### src/rtl/iic_cmd_sequencer_if.sv
// Command-table and iic_master bus of iic_cmd_sequencer.
// The sequencer uses the master modport; the ROM/iic_master side uses slave.
interface iic_cmd_sequencer_if;
    logic       start_i;
    logic [7:0] cmd_idx_o;
    logic [7:0] cmd_reg_i;
    logic [7:0] cmd_dat_i;
    logic       iic_flag_o;
    logic       iic_rst_o;
    logic [6:0] iic_slv_addr_o;
    logic [7:0] iic_reg_addr_o;
    logic [7:0] iic_data_o;
    logic       iic_ready_i;
    logic       busy_o;
    logic       done_o;
    logic       err_o;
    logic [7:0] err_idx_o;

    modport master (
        input  start_i, cmd_reg_i, cmd_dat_i, iic_ready_i,
        output cmd_idx_o, iic_flag_o, iic_rst_o, iic_slv_addr_o,
               iic_reg_addr_o, iic_data_o, busy_o, done_o, err_o, err_idx_o
    );

    modport slave (
        output start_i, cmd_reg_i, cmd_dat_i, iic_ready_i,
        input  cmd_idx_o, iic_flag_o, iic_rst_o, iic_slv_addr_o,
               iic_reg_addr_o, iic_data_o, busy_o, done_o, err_o, err_idx_o
    );
endinterface

### src/rtl/iic_cmd_sequencer.sv
// Walks a {reg_addr, data} table and issues one IIC write per entry on iic_master.
// reg_addr 8'hFF marks a delay entry of data*DLY_UNIT cycles instead of a transfer.
module iic_cmd_sequencer #(
    parameter int         NUM_CMDS = 16,
    parameter logic [6:0] SLV_ADDR = 7'h3C,
    parameter int         TIMEOUT  = 4096,
    parameter int         RST_CYC  = 2,
    parameter int         GAP_CYC  = 8,
    parameter int         DLY_UNIT = 1024
) (
    input  logic clk_i,
    input  logic reset_i,
    iic_cmd_sequencer_if.master bus
);

    localparam int MAX_CNT = (TIMEOUT > 255 * DLY_UNIT) ? TIMEOUT : 255 * DLY_UNIT;
    localparam int CNT_W   = $clog2(MAX_CNT) + 1;

    localparam logic [CNT_W-1:0] ONE      = CNT_W'(1);
    localparam logic [CNT_W-1:0] TO_LAST  = CNT_W'(TIMEOUT - 1);
    localparam logic [CNT_W-1:0] RST_LAST = CNT_W'(RST_CYC - 1);
    localparam logic [CNT_W-1:0] GAP_LAST = CNT_W'(GAP_CYC - 1);
    localparam logic [CNT_W-1:0] UNIT     = CNT_W'(DLY_UNIT);
    localparam logic [7:0]       LAST_IDX = 8'(NUM_CMDS - 1);
    localparam logic [7:0]       DLY_REG  = 8'hFF;

    typedef enum logic [3:0] {
        IDLE, FETCH, LOAD, KICK, WAIT, MRST, GAP, DLY, DONE, ERR
    } state_t;

    state_t           state;
    logic [7:0]       idx;
    logic [CNT_W-1:0] cnt;
    logic             entry_done;

    // A zero-length delay entry finishes straight out of LOAD so it costs no DLY cycles.
    always_comb begin
        entry_done = 1'b0;
        case (state)
            GAP:     entry_done = (cnt == GAP_LAST);
            DLY:     entry_done = (cnt == ONE);
            LOAD:    entry_done = (bus.cmd_reg_i == DLY_REG) && (bus.cmd_dat_i == 8'h00);
            default: entry_done = 1'b0;
        endcase
    end

    always_ff @(posedge clk_i) begin
        if (reset_i) begin
            state              <= IDLE;
            idx                <= 8'h00;
            cnt                <= '0;
            bus.cmd_idx_o      <= 8'h00;
            bus.iic_flag_o     <= 1'b0;
            bus.iic_rst_o      <= 1'b0;
            bus.iic_slv_addr_o <= SLV_ADDR;
            bus.iic_reg_addr_o <= 8'h00;
            bus.iic_data_o     <= 8'h00;
            bus.busy_o         <= 1'b0;
            bus.done_o         <= 1'b0;
            bus.err_o          <= 1'b0;
            bus.err_idx_o      <= 8'h00;
        end else begin
            case (state)
                IDLE, DONE, ERR: begin
                    // The master also needs its reset after a timed-out transfer.
                    if (state == ERR && bus.iic_rst_o) begin
                        if (cnt == RST_LAST)
                            bus.iic_rst_o <= 1'b0;
                        else
                            cnt <= cnt + ONE;
                    end
                    if (bus.start_i) begin
                        state          <= FETCH;
                        idx            <= 8'h00;
                        cnt            <= '0;
                        bus.cmd_idx_o  <= 8'h00;
                        bus.iic_rst_o  <= 1'b0;
                        bus.busy_o     <= 1'b1;
                        bus.done_o     <= 1'b0;
                        bus.err_o      <= 1'b0;
                        bus.err_idx_o  <= 8'h00;
                    end
                end

                FETCH: state <= LOAD;

                LOAD: begin
                    if (bus.cmd_reg_i == DLY_REG) begin
                        cnt   <= CNT_W'(bus.cmd_dat_i) * UNIT;
                        state <= DLY;
                    end else begin
                        bus.iic_reg_addr_o <= bus.cmd_reg_i;
                        bus.iic_data_o     <= bus.cmd_dat_i;
                        bus.iic_flag_o     <= 1'b1;
                        state              <= KICK;
                    end
                end

                KICK: begin
                    bus.iic_flag_o <= 1'b0;
                    cnt            <= '0;
                    state          <= WAIT;
                end

                // Ready is checked first so a last-cycle ready still counts as success.
                WAIT: begin
                    if (bus.iic_ready_i) begin
                        bus.iic_rst_o <= 1'b1;
                        cnt           <= '0;
                        state         <= MRST;
                    end else if (cnt == TO_LAST) begin
                        bus.iic_rst_o <= 1'b1;
                        bus.err_o     <= 1'b1;
                        bus.err_idx_o <= idx;
                        bus.busy_o    <= 1'b0;
                        cnt           <= '0;
                        state         <= ERR;
                    end else begin
                        cnt <= cnt + ONE;
                    end
                end

                MRST: begin
                    if (cnt == RST_LAST) begin
                        bus.iic_rst_o <= 1'b0;
                        cnt           <= '0;
                        state         <= GAP;
                    end else begin
                        cnt <= cnt + ONE;
                    end
                end

                GAP: cnt <= cnt + ONE;

                DLY: cnt <= cnt - ONE;

                default: state <= IDLE;
            endcase

            // Overrides the per-state transition on the last cycle of an entry.
            if (entry_done) begin
                if (idx == LAST_IDX) begin
                    bus.busy_o <= 1'b0;
                    bus.done_o <= 1'b1;
                    state      <= DONE;
                end else begin
                    idx           <= idx + 8'd1;
                    bus.cmd_idx_o <= idx + 8'd1;
                    state         <= FETCH;
                end
            end
        end
    end

endmodule

### src/flat_wrapper.sv
// flat-port wrapper written by rule: the top's interface ports become plain ports
module iic_cmd_sequencer_flat 
#(
    parameter int         NUM_CMDS = 16,
    parameter logic [6:0] SLV_ADDR = 7'h3C,
    parameter int         TIMEOUT  = 4096,
    parameter int         RST_CYC  = 2,
    parameter int         GAP_CYC  = 8,
    parameter int         DLY_UNIT = 1024
)
  (clk_i, reset_i, bus_start_i, bus_cmd_reg_i, bus_cmd_dat_i, bus_iic_ready_i, bus_cmd_idx_o, bus_iic_flag_o, bus_iic_rst_o, bus_iic_slv_addr_o, bus_iic_reg_addr_o, bus_iic_data_o, bus_busy_o, bus_done_o, bus_err_o, bus_err_idx_o);
  iic_cmd_sequencer_if bus_i ();
  input  logic clk_i;
  input  logic reset_i;
  input wire logic [$bits(bus_i.start_i)-1:0] bus_start_i;
  input wire logic [$bits(bus_i.cmd_reg_i)-1:0] bus_cmd_reg_i;
  input wire logic [$bits(bus_i.cmd_dat_i)-1:0] bus_cmd_dat_i;
  input wire logic [$bits(bus_i.iic_ready_i)-1:0] bus_iic_ready_i;
  output wire logic [$bits(bus_i.cmd_idx_o)-1:0] bus_cmd_idx_o;
  output wire logic [$bits(bus_i.iic_flag_o)-1:0] bus_iic_flag_o;
  output wire logic [$bits(bus_i.iic_rst_o)-1:0] bus_iic_rst_o;
  output wire logic [$bits(bus_i.iic_slv_addr_o)-1:0] bus_iic_slv_addr_o;
  output wire logic [$bits(bus_i.iic_reg_addr_o)-1:0] bus_iic_reg_addr_o;
  output wire logic [$bits(bus_i.iic_data_o)-1:0] bus_iic_data_o;
  output wire logic [$bits(bus_i.busy_o)-1:0] bus_busy_o;
  output wire logic [$bits(bus_i.done_o)-1:0] bus_done_o;
  output wire logic [$bits(bus_i.err_o)-1:0] bus_err_o;
  output wire logic [$bits(bus_i.err_idx_o)-1:0] bus_err_idx_o;
  assign bus_i.start_i = bus_start_i;
  assign bus_i.cmd_reg_i = bus_cmd_reg_i;
  assign bus_i.cmd_dat_i = bus_cmd_dat_i;
  assign bus_i.iic_ready_i = bus_iic_ready_i;
  assign bus_cmd_idx_o = bus_i.cmd_idx_o;
  assign bus_iic_flag_o = bus_i.iic_flag_o;
  assign bus_iic_rst_o = bus_i.iic_rst_o;
  assign bus_iic_slv_addr_o = bus_i.iic_slv_addr_o;
  assign bus_iic_reg_addr_o = bus_i.iic_reg_addr_o;
  assign bus_iic_data_o = bus_i.iic_data_o;
  assign bus_busy_o = bus_i.busy_o;
  assign bus_done_o = bus_i.done_o;
  assign bus_err_o = bus_i.err_o;
  assign bus_err_idx_o = bus_i.err_idx_o;
  iic_cmd_sequencer #(.NUM_CMDS(NUM_CMDS), .SLV_ADDR(SLV_ADDR), .TIMEOUT(TIMEOUT), .RST_CYC(RST_CYC), .GAP_CYC(GAP_CYC), .DLY_UNIT(DLY_UNIT)) u_core (.clk_i(clk_i), .reset_i(reset_i), .bus(bus_i));
endmodule
### config.mk
export PLATFORM = sky130hd
export DESIGN_NAME = iic_cmd_sequencer_flat
export DESIGN_NICKNAME = d
export VERILOG_FILES = /design/src/rtl/iic_cmd_sequencer_if.sv /design/src/rtl/iic_cmd_sequencer.sv /design/src/flat_wrapper.sv
export SDC_FILE = /design/constraint.sdc
export NUM_CORES = 1
export LEC_CHECK = 0
export BUFFER_PORTS_ARGS = -buffer_cell sky130_fd_sc_hd__buf_2
export CAP_MARGIN = 20
export CORE_MARGIN = 10
export CORE_UTILIZATION = 52
export DETAILED_ROUTE_END_ITERATION = 7
export PLACE_DENSITY = 0.72
export SLEW_MARGIN = 20
export SYNTH_ARGS = -nofsm -noshare
export SYNTH_HDL_FRONTEND = slang
export SYNTH_SLANG_ARGS = --single-unit
export TNS_END_PERCENT = 50
### constraint.sdc
create_clock -name clk_i -period 2.62 [get_ports clk_i]
set_input_delay 0 -clock clk_i [delete_from_list [all_inputs] [get_ports clk_i]]
set_output_delay 0 -clock clk_i [all_outputs]
set_load 0.05 [all_outputs]
## Yosys cells after proc, flatten, opt, wreduce, memory -nomap -nowiden

Cells that the tools add are included.

- Register bits: 68
- Bits of input ports: 20
- Output and inout port bits: 44
- Logic and storage cells: 108

- $add $sub $neg: 3
- Equal/unequal tests: 26
- Multiplexer cells: 50
- Bitwise logic cells: 1
- Reduce and logical (&&, ||, !) cells: 16

Operators by type and width:

| cell | number |
|---|---|
| two-way mux 19 bit | 7 |
| one-hot mux 19 bit (7 select lines) | 1 |
| two-way mux 8 bit | 11 |
| one-hot mux 4 bit (7 select lines) | 1 |
| two-way mux 4 bit | 6 |
| adder 19 x 1 -> 19 bit (second input constant) | 1 |
| equality test 19 x 1 -> 1 bit (second input constant) | 1 |
| equality test 19 x 12 -> 1 bit (second input constant) | 1 |
| equality test 19 x 3 -> 1 bit (second input constant) | 1 |
| subtractor 19 x 1 -> 19 bit (second input constant) | 1 |
| two-way mux 1 bit | 17 |
| equality test 4 x 3 -> 1 bit (second input constant) | 4 |
| one-hot mux 8 bit (2 select lines) | 1 |
| AND reduction 4 bit | 3 |
| inequality test 3 x 2 -> 1 bit (second input constant) | 3 |
| adder 8 x 1 -> 8 bit (second input constant) | 1 |
| equality test 4 x 2 -> 1 bit (second input constant) | 2 |
| equality test 4 bit (second input constant) | 2 |
| equality test 8 x 4 -> 1 bit (second input constant) | 1 |
| equality test 8 bit (second input constant) | 1 |
| logical NOT 8 bit | 1 |
| nonzero test 7 bit | 1 |
| inequality test 2 x 1 -> 1 bit (second input constant) | 3 |
| inequality test 2 bit (second input constant) | 3 |
| other kinds (16) | 22 |

## Logic depth before layout (Yosys ltp)

Gate-level depths: netlist of run 1.

- Depth in word-level cells: 6
- Depth in mapped cells: 10

## Worst setup path after synthesis of run 1

OpenSTA, ideal clock, no wires.

- Kind: register to register
- Start: register u_core.cnt[0]
- End: register u_core.cnt[12]
- Setup time: 0.135 ns
- Arrival time: 2.242 ns
- Data required time: 2.485 ns
- Path slack: 0.243 ns
- Cell stages (with the launch flop): 9
- Path buffers: 1
- Cell sequence: dfxtp_1 > ha_1 > nand3_1 > or4_4 > o21bai_4 > nand3_2 > buf_2 > a222oi_1 > o32ai_1

- Longest elaborated chain between the ends: 5
- Elaborated cells between the ends (all ways): 13
- Those cells by class: 2 x add/sub; 3 x eq/ne; 7 x mux; 1 x reduce/logical

RTL lines:

| element | RTL line | source |
|---|---|---|
| from (decl) | iic_cmd_sequencer.sv:33 | `logic [CNT_W-1:0] cnt;` |
| from (signal assigned) | iic_cmd_sequencer.sv:70 | `cnt <= cnt + ONE;` |
| from (signal assigned) | iic_cmd_sequencer.sv:89 | `cnt <= CNT_W'(bus.cmd_dat_i) * UNIT;` |
| from (signal assigned) | iic_cmd_sequencer.sv:119 | `cnt <= cnt + ONE;` |
| adder 19 x 1 -> 19 bit | n/a |  |
| two-way mux 19 bit | iic_cmd_sequencer.sv:67 | `if (cnt == RST_LAST)` |
| two-way mux 19 bit | iic_cmd_sequencer.sv:66 | `if (state == ERR && bus.iic_rst_o) begin` |
| two-way mux 19 bit | iic_cmd_sequencer.sv:72 | `if (bus.start_i) begin` |
| one-hot mux 19 bit (7 select lines) | iic_cmd_sequencer.sv:63 | `case (state)` |

Parallel ways exist; a longest one is shown, timed or not. The select of a mux whose other input is x is not followed.
A chain may end at the register's enable or synchronous reset.

## Worst setup path after layout of run 1

- Start: register u_core.cnt[1]
- End: register u_core.cnt[17]

Same word-level chain as after synthesis.

==> results.rst, run 1 <==
.. list-table::
   :header-rows: 1

   * - Metric
     - Value
   * - Number of DRC markers in iteration 0
     - 309
   * - Total vias in the final route
     - 4,071
   * - Net count, final
     - 606
   * - R2R Path Start
     - u_core.cnt[1]
   * - Endpoint arrival time on the critical path
     - 2.64 ns
   * - Max Root-Sink Buffers
     - 2
   * - Terminus of the critical flop-to-flop path
     - u_core.cnt[17]
   * - Ys async rst share
     - 0
   * - Logic gate share of total power
     - 0.451
   * - Largest area contributor in the netlist
     - sky130_fd_sc_hd__dfxtp_1
   * - RSZ-0062 raised after global routing
     - no
   * - Floorplan die height
     - 106.4 µm
   * - Via count of the first global-routing pass
     - 3,882
   * - Internal power contribution
     - 2338 µW
   * - Largest delay share family, worst path
     - simple AND/OR/NAND/NOR gates
   * - Remaining global-route overflow
     - 0
   * - Worst-path cell chain
     - ha_1, nand3_1, or4_4, o21bai_4, nand3_2, buf_12, a221oi_1, o32ai_1
   * - Max-cap check violation count
     - 0
   * - LEAKAGE
     - 0.001914 µW
   * - ANT nets after route
     - 0
   * - Mean post-synth cell area
     - 7.836 µm²
   * - Achievable frequency
     - 410.8 MHz
   * - Worst-Skew Late Latency
     - 0.34 ns
   * - Flop-to-flop setup slack
     - 0.19 ns
   * - Port Buf Inserts
     - 56
   * - H-tree depth reported by CTS
     - 3
   * - P&R area growth vs syn
     - 23.90%
   * - Final number of setup-violating endpoints
     - 0
   * - Critical path endpoint category
     - flip-flop
   * - Transition at the pin with the smallest max-transition slack
     - 0.6257 ns
   * - Global placement routability congestion
     - 0.9645
   * - Most common cell after layout, fill and taps aside
     - sky130_fd_sc_hd__dfxtp_1
   * - Net Switching
     - 1586 µW
   * - Initial Util
     - 0.5348
   * - Crit path largest cell delay
     - 0.59 ns
   * - TritonCTS sink count
     - 68
   * - CTS tree
     - yes
   * - Run status
     - finished clean
   * - Number of synthesized flops with an enable pin
     - 0
   * - Sink of the worst hold path
     - u_core.state[2]
   * - Most frequent cells in the layout
     - sky130_fd_sc_hd__dfxtp_1 (68), sky130_fd_sc_hd__nand2_1 (56), sky130_fd_sc_hd__buf_2 (56), sky130_fd_sc_hd__nor2_1 (49), sky130_fd_sc_hd__buf_4 (41)
   * - Diodes inserted
     - 0
   * - Number of buffers inserted to repair setup after CTS
     - 0
   * - WHS Path Cells
     - 5
   * - Die area
     - 11,310 µm²
   * - Library cells used by synthesis
     - 72
   * - Horiz. Die Dim
     - 106.4 µm
   * - Number of placed I/O pins
     - 64
   * - Skew final
     - 0.009499 ns
   * - Largest net degree at the start of global routing
     - 52
   * - Max transition margin
     - 0.5820
   * - Ratio of cells with drive above 1 in the final layout
     - 0.2249
   * - Primary flip-flop cell chosen by synthesis mapping
     - sky130_fd_sc_hd__dfxtp_1
   * - Switching power share of the total
     - 0.4042
   * - Cell Pwr Density
     - 816.5 nW/µm²
   * - Flops & latches, synth
     - 68
   * - Post-detailed-placement half-perimeter wirelength
     - 8.473 mm
   * - Global-route wire length before repair
     - 19.33 mm
   * - Clock-pin slew of the registers on the worst-case setup and hold paths
     - 0.08 ns
   * - Final number of hold-violating endpoints
     - 0
   * - CP bufs+invs
     - 1
   * - Power share of the sequential group
     - 0.305
   * - Count of final max-slew check failures
     - 0
   * - Number of design rule violations left after detail routing
     - 0
   * - Maximum fanout count along the critical path
     - 26
   * - Minimum clock period
     - 2.434 ns
   * - Gr usage total
     - 0.2038
   * - Data required time at the worst endpoint
     - 2.83 ns
   * - Detailed Route WL
     - 11.87 mm
   * - Library cell used as clock root buffer
     - sky130_fd_sc_hd__clkbuf_8
   * - TNS Setup
     - 0 ns
   * - R2R cell count
     - 8
   * - Worst min-delay path startpoint
     - bus_iic_ready_i
   * - Cell area after layout
     - 4806 µm²
   * - Type of origin of the critical path
     - flip-flop
   * - Fillers
     - 608
   * - Maximum VDD drop
     - 0.0004265 V
   * - Fraction of the yosys area taken by sequential cells
     - 0.3510
   * - Cell with the biggest individual delay on the critical path
     - sky130_fd_sc_hd__or4_4
   * - Clk network pwr share
     - 0.244
   * - Share of the clock period used by the worst path
     - 0.9292
   * - Number of CTS-inserted buffers
     - 9
   * - Area of placed instances
     - 4417 µm²
   * - Min-delay worst type
     - input port to flip-flop
   * - Total Power
     - 3924 µW
   * - Number of warning messages in the yosys log
     - 0
   * - Post-synth top area share
     - 0.3510
   * - Ratio of routed vias to standard cells
     - 5.934
   * - Crit path kind
     - flip-flop to flip-flop
   * - Top post-synthesis cells by area
     - sky130_fd_sc_hd__dfxtp_1 (35%), sky130_fd_sc_hd__nand2_1 (5.4%), sky130_fd_sc_hd__nand3_1 (4.9%)
   * - CORE AREA
     - 7253 µm²
   * - First-pass detailed-route iteration total
     - 5
   * - Number of antenna violations at the first check in global routing
     - 0
   * - Final design utilization
     - 0.6626
   * - Synthesized cell area
     - 3879 µm²
   * - Row count
     - 31
   * - Start point of the critical path
     - u_core.cnt[1]
   * - Gate Count Post-Synth
     - 495
   * - Wire length per cell after detailed routing
     - 17.31 µm
sequential cells by signal, indices dropped and copies added, names as in the netlist:
name	count
u_core.cnt	19
u_core.bus.cmd_idx_o	8
u_core.bus.err_idx_o	8
u_core.bus.iic_data_o	8
u_core.bus.iic_reg_addr_o	8
u_core.idx	8
u_core.state	4
u_core.bus.busy_o	1
u_core.bus.done_o	1
u_core.bus.err_o	1
u_core.bus.iic_flag_o	1
u_core.bus.iic_rst_o	1
layout make-up:
| type | count | area (µm²) | share of cell area |
|---|---|---|---|
| Inverter | 14 | 52.55 | 0.01093 |
| Clock inverter | 6 | 87.58 | 0.01822 |
| Sequential cell | 68 | 1361 | 0.2833 |
| Clock buffer | 10 | 127.6 | 0.02656 |
| Timing Repair Buffer | 114 | 768.2 | 0.1599 |
| Tap cell | 99 | 123.9 | 0.02577 |
| Multi-Input combinational cell | 375 | 2285 | 0.4754 |
cells by family after synthesis:
kind of cell             share of synthesized area
multiplexers                               0.04161
adder cells (fa/ha/maj)                    0.01290
XOR/XNOR                                   0.03839
AO/OA/AOI/OAI                               0.1952
other                                     0.001936
buffers and inverters                      0.06935
AND/OR/NAND/NOR                             0.2897
flip-flops                                  0.3510
power groups by stage:
stage / Clock [µW] / Combinational [µW] / Sequential, µW
finish: 957 / 1770 / 1200
global placement: 0 / 1700 / 1210
CTS: 968 / 1740 / 1190
global route: 1000 / 1910 / 1210
floorplan: 0 / 1020 / 1370
detailed placement: 0 / 1710 / 1220
timing repair:
| action | in CTS | in global routing |
|---|---|---|
| endpoints found under the hold margin | 17 | 0 |
| endpoints found under the setup margin | 0 | 5 |
| hold buffers | 16 | 0 |
| gates resized for setup | 0 | 3 |
worst min-delay path: stages:
cell and delay (ns):
sky130_fd_sc_hd__buf_2 0.11, sky130_fd_sc_hd__nor2_1 0.08, sky130_fd_sc_hd__a21oi_1 0.04, sky130_fd_sc_hd__o21ai_0 0.14, sky130_fd_sc_hd__a211oi_1 0.07
worst max path at each step:
stage / endpoint / slack, ns / cells past startpoint
floorplan: u_core.cnt[12] / 0.24 / 8
global placement: u_core.cnt[3] / 0.22 / 7
detailed placement: u_core.cnt[2] / 0.27 / 7
CTS: u_core.cnt[9] / 0.24 / 8
global route: u_core.state[1] / 0.04 / 7
finish: u_core.cnt[17] / 0.19 / 8
per-stage QoR:
step                std cells  hold WS [ns]  setup slack (ns)
finish                    686        0.1512            0.1856
global route              686        0.2194           0.03836
CTS                       686        0.1454            0.2417
detailed placement        654        0.2646            0.2670
global placement          654        0.2475            0.2249
floorplan                 500        0.1472            0.2429
Yosys cell counts (all sizes together) (3+ instances only):
cell	count
a31oi	8
nor3	13
nor2	49
nor2b	4
or2	3
nand2	56
a22oi	3
xor2	3
nand2b	3
and3b	3
a211oi	4
a21oi	33
xnor2	14
nor4	7
dfxtp	68
o21ai	28
nand4b	3
or4	5
o32ai	5
nor4b	3
mux2i	15
inv	13
buf	22
nand4	9
clkbuf	21
nand3	39
a221oi	5
or3	7
ha	4
o211ai	4
metal layers:
layer / global-route usage / wire [µm]
met4: 0.06770 / 194
met1: 0.2587 / 5162
met3: 0.05072 / 884
met2: 0.3299 / 5630
met5: 0 / 0
(Power assumes the default switching activity.)
==> run 2, diff against run 1 <==
==> constraint.sdc (replaced) <==
create_clock -name clk_i -period 2.45 [get_ports clk_i]
set_input_delay 0 -clock clk_i [delete_from_list [all_inputs] [get_ports clk_i]]
set_output_delay 0 -clock clk_i [all_outputs]
set_load 0.05 [all_outputs]
==> run 2 against run 1 <==
- wire length fell by 1.5%
- critical endpoint is now u_core.cnt[2]
- clock power rose by 14%
- sequential power rose by 8%
==> results.rst, run 2 (synthesized netlist as in run 1, its figures left out) <==
.. list-table::
   :header-rows: 1

   * - Metric
     - Value
   * - Worst min-delay path startpoint
     - bus_iic_ready_i
   * - Sink of the worst hold path
     - u_core.state[2]
   * - Max transition margin
     - 0.6234
   * - Diodes inserted
     - 0
   * - Number of flip-flops under the largest register name
     - 19
   * - Via count of the first global-routing pass
     - 3,951
   * - Worst-Skew Late Latency
     - 0.36 ns
   * - Register with the most flip-flops
     - u_core.cnt
   * - Minimum clock period
     - 2.336 ns
   * - Total Power
     - 4281 µW
   * - Number of design rule violations left after detail routing
     - 0
   * - Internal power contribution
     - 2552 µW
   * - Net Switching
     - 1730 µW
   * - WHS Path Cells
     - 5
   * - Post-detailed-placement half-perimeter wirelength
     - 8.431 mm
   * - Global placement routability congestion
     - 0.9542
   * - Endpoint arrival time on the critical path
     - 2.62 ns
   * - Global-route wire length before repair
     - 19.67 mm
   * - TNS Setup
     - 0 ns
   * - Cell Pwr Density
     - 885.8 nW/µm²
   * - Floorplan die height
     - 106.4 µm
   * - Most common cell after layout, fill and taps aside
     - sky130_fd_sc_hd__dfxtp_1
   * - Placement-stage worst setup slack
     - 0.09959 ns
   * - Most frequent cells in the layout
     - sky130_fd_sc_hd__dfxtp_1 (65), sky130_fd_sc_hd__nand2_1 (56), sky130_fd_sc_hd__buf_2 (56), sky130_fd_sc_hd__nor2_1 (49), sky130_fd_sc_hd__buf_4 (43)
   * - Max Root-Sink Buffers
     - 2
   * - Final design utilization
     - 0.6664
   * - RSZ-0062 raised after global routing
     - no
   * - Gr usage total
     - 0.2080
   * - R2R cell count
     - 7
   * - Row count
     - 31
   * - H-tree depth reported by CTS
     - 3
   * - Data required time at the worst endpoint
     - 2.74 ns
   * - Clk network pwr share
     - 0.254
   * - Ratio of cells with drive above 1 in the final layout
     - 0.2343
   * - First-pass detailed-route iteration total
     - 6
   * - P&R area growth vs syn
     - 24.61%
   * - Power share of the sequential group
     - 0.301
   * - Number of placed I/O pins
     - 64
   * - Count of final max-slew check failures
     - 0
   * - Die area
     - 11,310 µm²
   * - Achievable frequency
     - 428.2 MHz
   * - Net count, final
     - 608
   * - Final number of hold-violating endpoints
     - 0
   * - Number of CTS-inserted buffers
     - 9
   * - Number of buffers inserted to repair setup after CTS
     - 0
   * - Final instance count without filler cells
     - 688
   * - Start point of the critical path
     - u_core.state[2]
   * - Maximum VDD drop
     - 0.0005967 V
   * - Run status
     - finished clean
   * - Terminus of the critical flop-to-flop path
     - u_core.cnt[2]
   * - Type of origin of the critical path
     - flip-flop
   * - LEAKAGE
     - 0.001928 µW
   * - Critical path endpoint category
     - flip-flop
   * - Total vias in the final route
     - 4,055
   * - Ratio of routed vias to standard cells
     - 5.894
   * - R2R Path Start
     - u_core.state[2]
   * - Number of DRC markers in iteration 0
     - 400
   * - Skew final
     - 0.01104 ns
   * - Switching power share of the total
     - 0.4040
   * - Share of the clock period used by the worst path
     - 0.9533
   * - Placed cell count
     - 656
   * - Maximum fanout count along the critical path
     - 8
   * - Clock-pin slew of the registers on the worst-case setup and hold paths
     - 0.08 ns
   * - CTS tree
     - yes
   * - ANT nets after route
     - 0
   * - Port Buf Inserts
     - 56
   * - Number of antenna violations at the first check in global routing
     - 0
   * - Wire length per cell after detailed routing
     - 16.99 µm
   * - Detailed Route WL
     - 11.69 mm
   * - CORE AREA
     - 7253 µm²
   * - Logic gate share of total power
     - 0.445
   * - Max-cap check violation count
     - 0
   * - Library cell used as clock root buffer
     - sky130_fd_sc_hd__clkbuf_8
   * - Horiz. Die Dim
     - 106.4 µm
   * - Final number of setup-violating endpoints
     - 0
   * - Crit path kind
     - flip-flop to flip-flop
   * - Largest net degree at the start of global routing
     - 52
   * - Final worst-path setup slack
     - 0.1144 ns
   * - Initial Util
     - 0.5348
   * - TritonCTS sink count
     - 68
   * - Min-delay worst type
     - input port to flip-flop
   * - Transition at the pin with the smallest max-transition slack
     - 0.5649 ns
   * - Remaining global-route overflow
     - 0
   * - Flop-to-flop setup slack
     - 0.11 ns
## run 2: changes by cell type in the layout (fill, tap and decap cells not counted), moves of 2 or more
| cell | delta |
|---|---|
| sky130_fd_sc_hd__buf_4 | +2 |
| sky130_fd_sc_hd__clkinv_2 | -2 |
| sky130_fd_sc_hd__dfxtp_1 | -3 |
| sky130_fd_sc_hd__dfxtp_2 | +3 |
## run 2: timing repair
item	CTS	global route
endpoints found under the hold margin	18	0
gates resized for setup	0	4
hold buffers	16	0
setup endpoints to repair	0	5
## run 2: worst max-delay path by stage
stage,slack [ns],to
after floorplan,0.07,u_core.cnt[12]
after global placement,0.14,u_core.cnt[2]
after detailed placement,0.1,u_core.cnt[2]
after CTS,0.09,u_core.cnt[2]
after global routing,0.01,u_core.cnt[12]
final,0.11,u_core.cnt[2]
## run 2: metrics by stage
stage / hold WS (ns) / instance area [µm²]
6_report: 0.1435 / 4833
5_1_grt: 0.2017 / 4833
4_1_cts: 0.1305 / 4825
3_5_place_dp: 0.2627 / 4432
3_3_place_gp: 0.2446 / 4432
2_1_floorplan: 0.1472 / 3897
## run 2: layout make-up
cell class | instances | area, µm²
Clock buffer | 10 | 137.6
Clock inverter | 6 | 95.09
Fill cell | 618 | 2420
Inverter | 14 | 52.55
Multi-Input combinational cell | 375 | 2276
Sequential cell | 68 | 1365
Tap cell | 99 | 123.9
Timing Repair Buffer | 116 | 783.3
## run 2: worst max-delay path: stages (launching register included)
cell,delay [ns]
sky130_fd_sc_hd__dfxtp_1,0.36
sky130_fd_sc_hd__or2_2,0.33
sky130_fd_sc_hd__o21ai_0,0.17
sky130_fd_sc_hd__or3b_4,0.43
sky130_fd_sc_hd__or2_1,0.28
sky130_fd_sc_hd__buf_4,0.18
sky130_fd_sc_hd__or3_1,0.35
sky130_fd_sc_hd__a31oi_1,0.17
## run 2: layer usage
| layer | GRT usage | share of wire |
|---|---|---|
| met1 | 0.2670 | 0.43 |
| met3 | 0.06280 | 0.093 |
| met2 | 0.3220 | 0.46 |
| met4 | 0.07544 | 0.016 |
| met5 | 0 | 0 |
## run 2: power groups by stage
stage	combinational, µW	clock, µW	sequential [µW]
after floorplan	1090	0	1460
after global placement	1820	0	1310
after detailed placement	1830	0	1310
after CTS	1870	1100	1290
after global routing	2070	1150	1300
final	1900	1090	1290
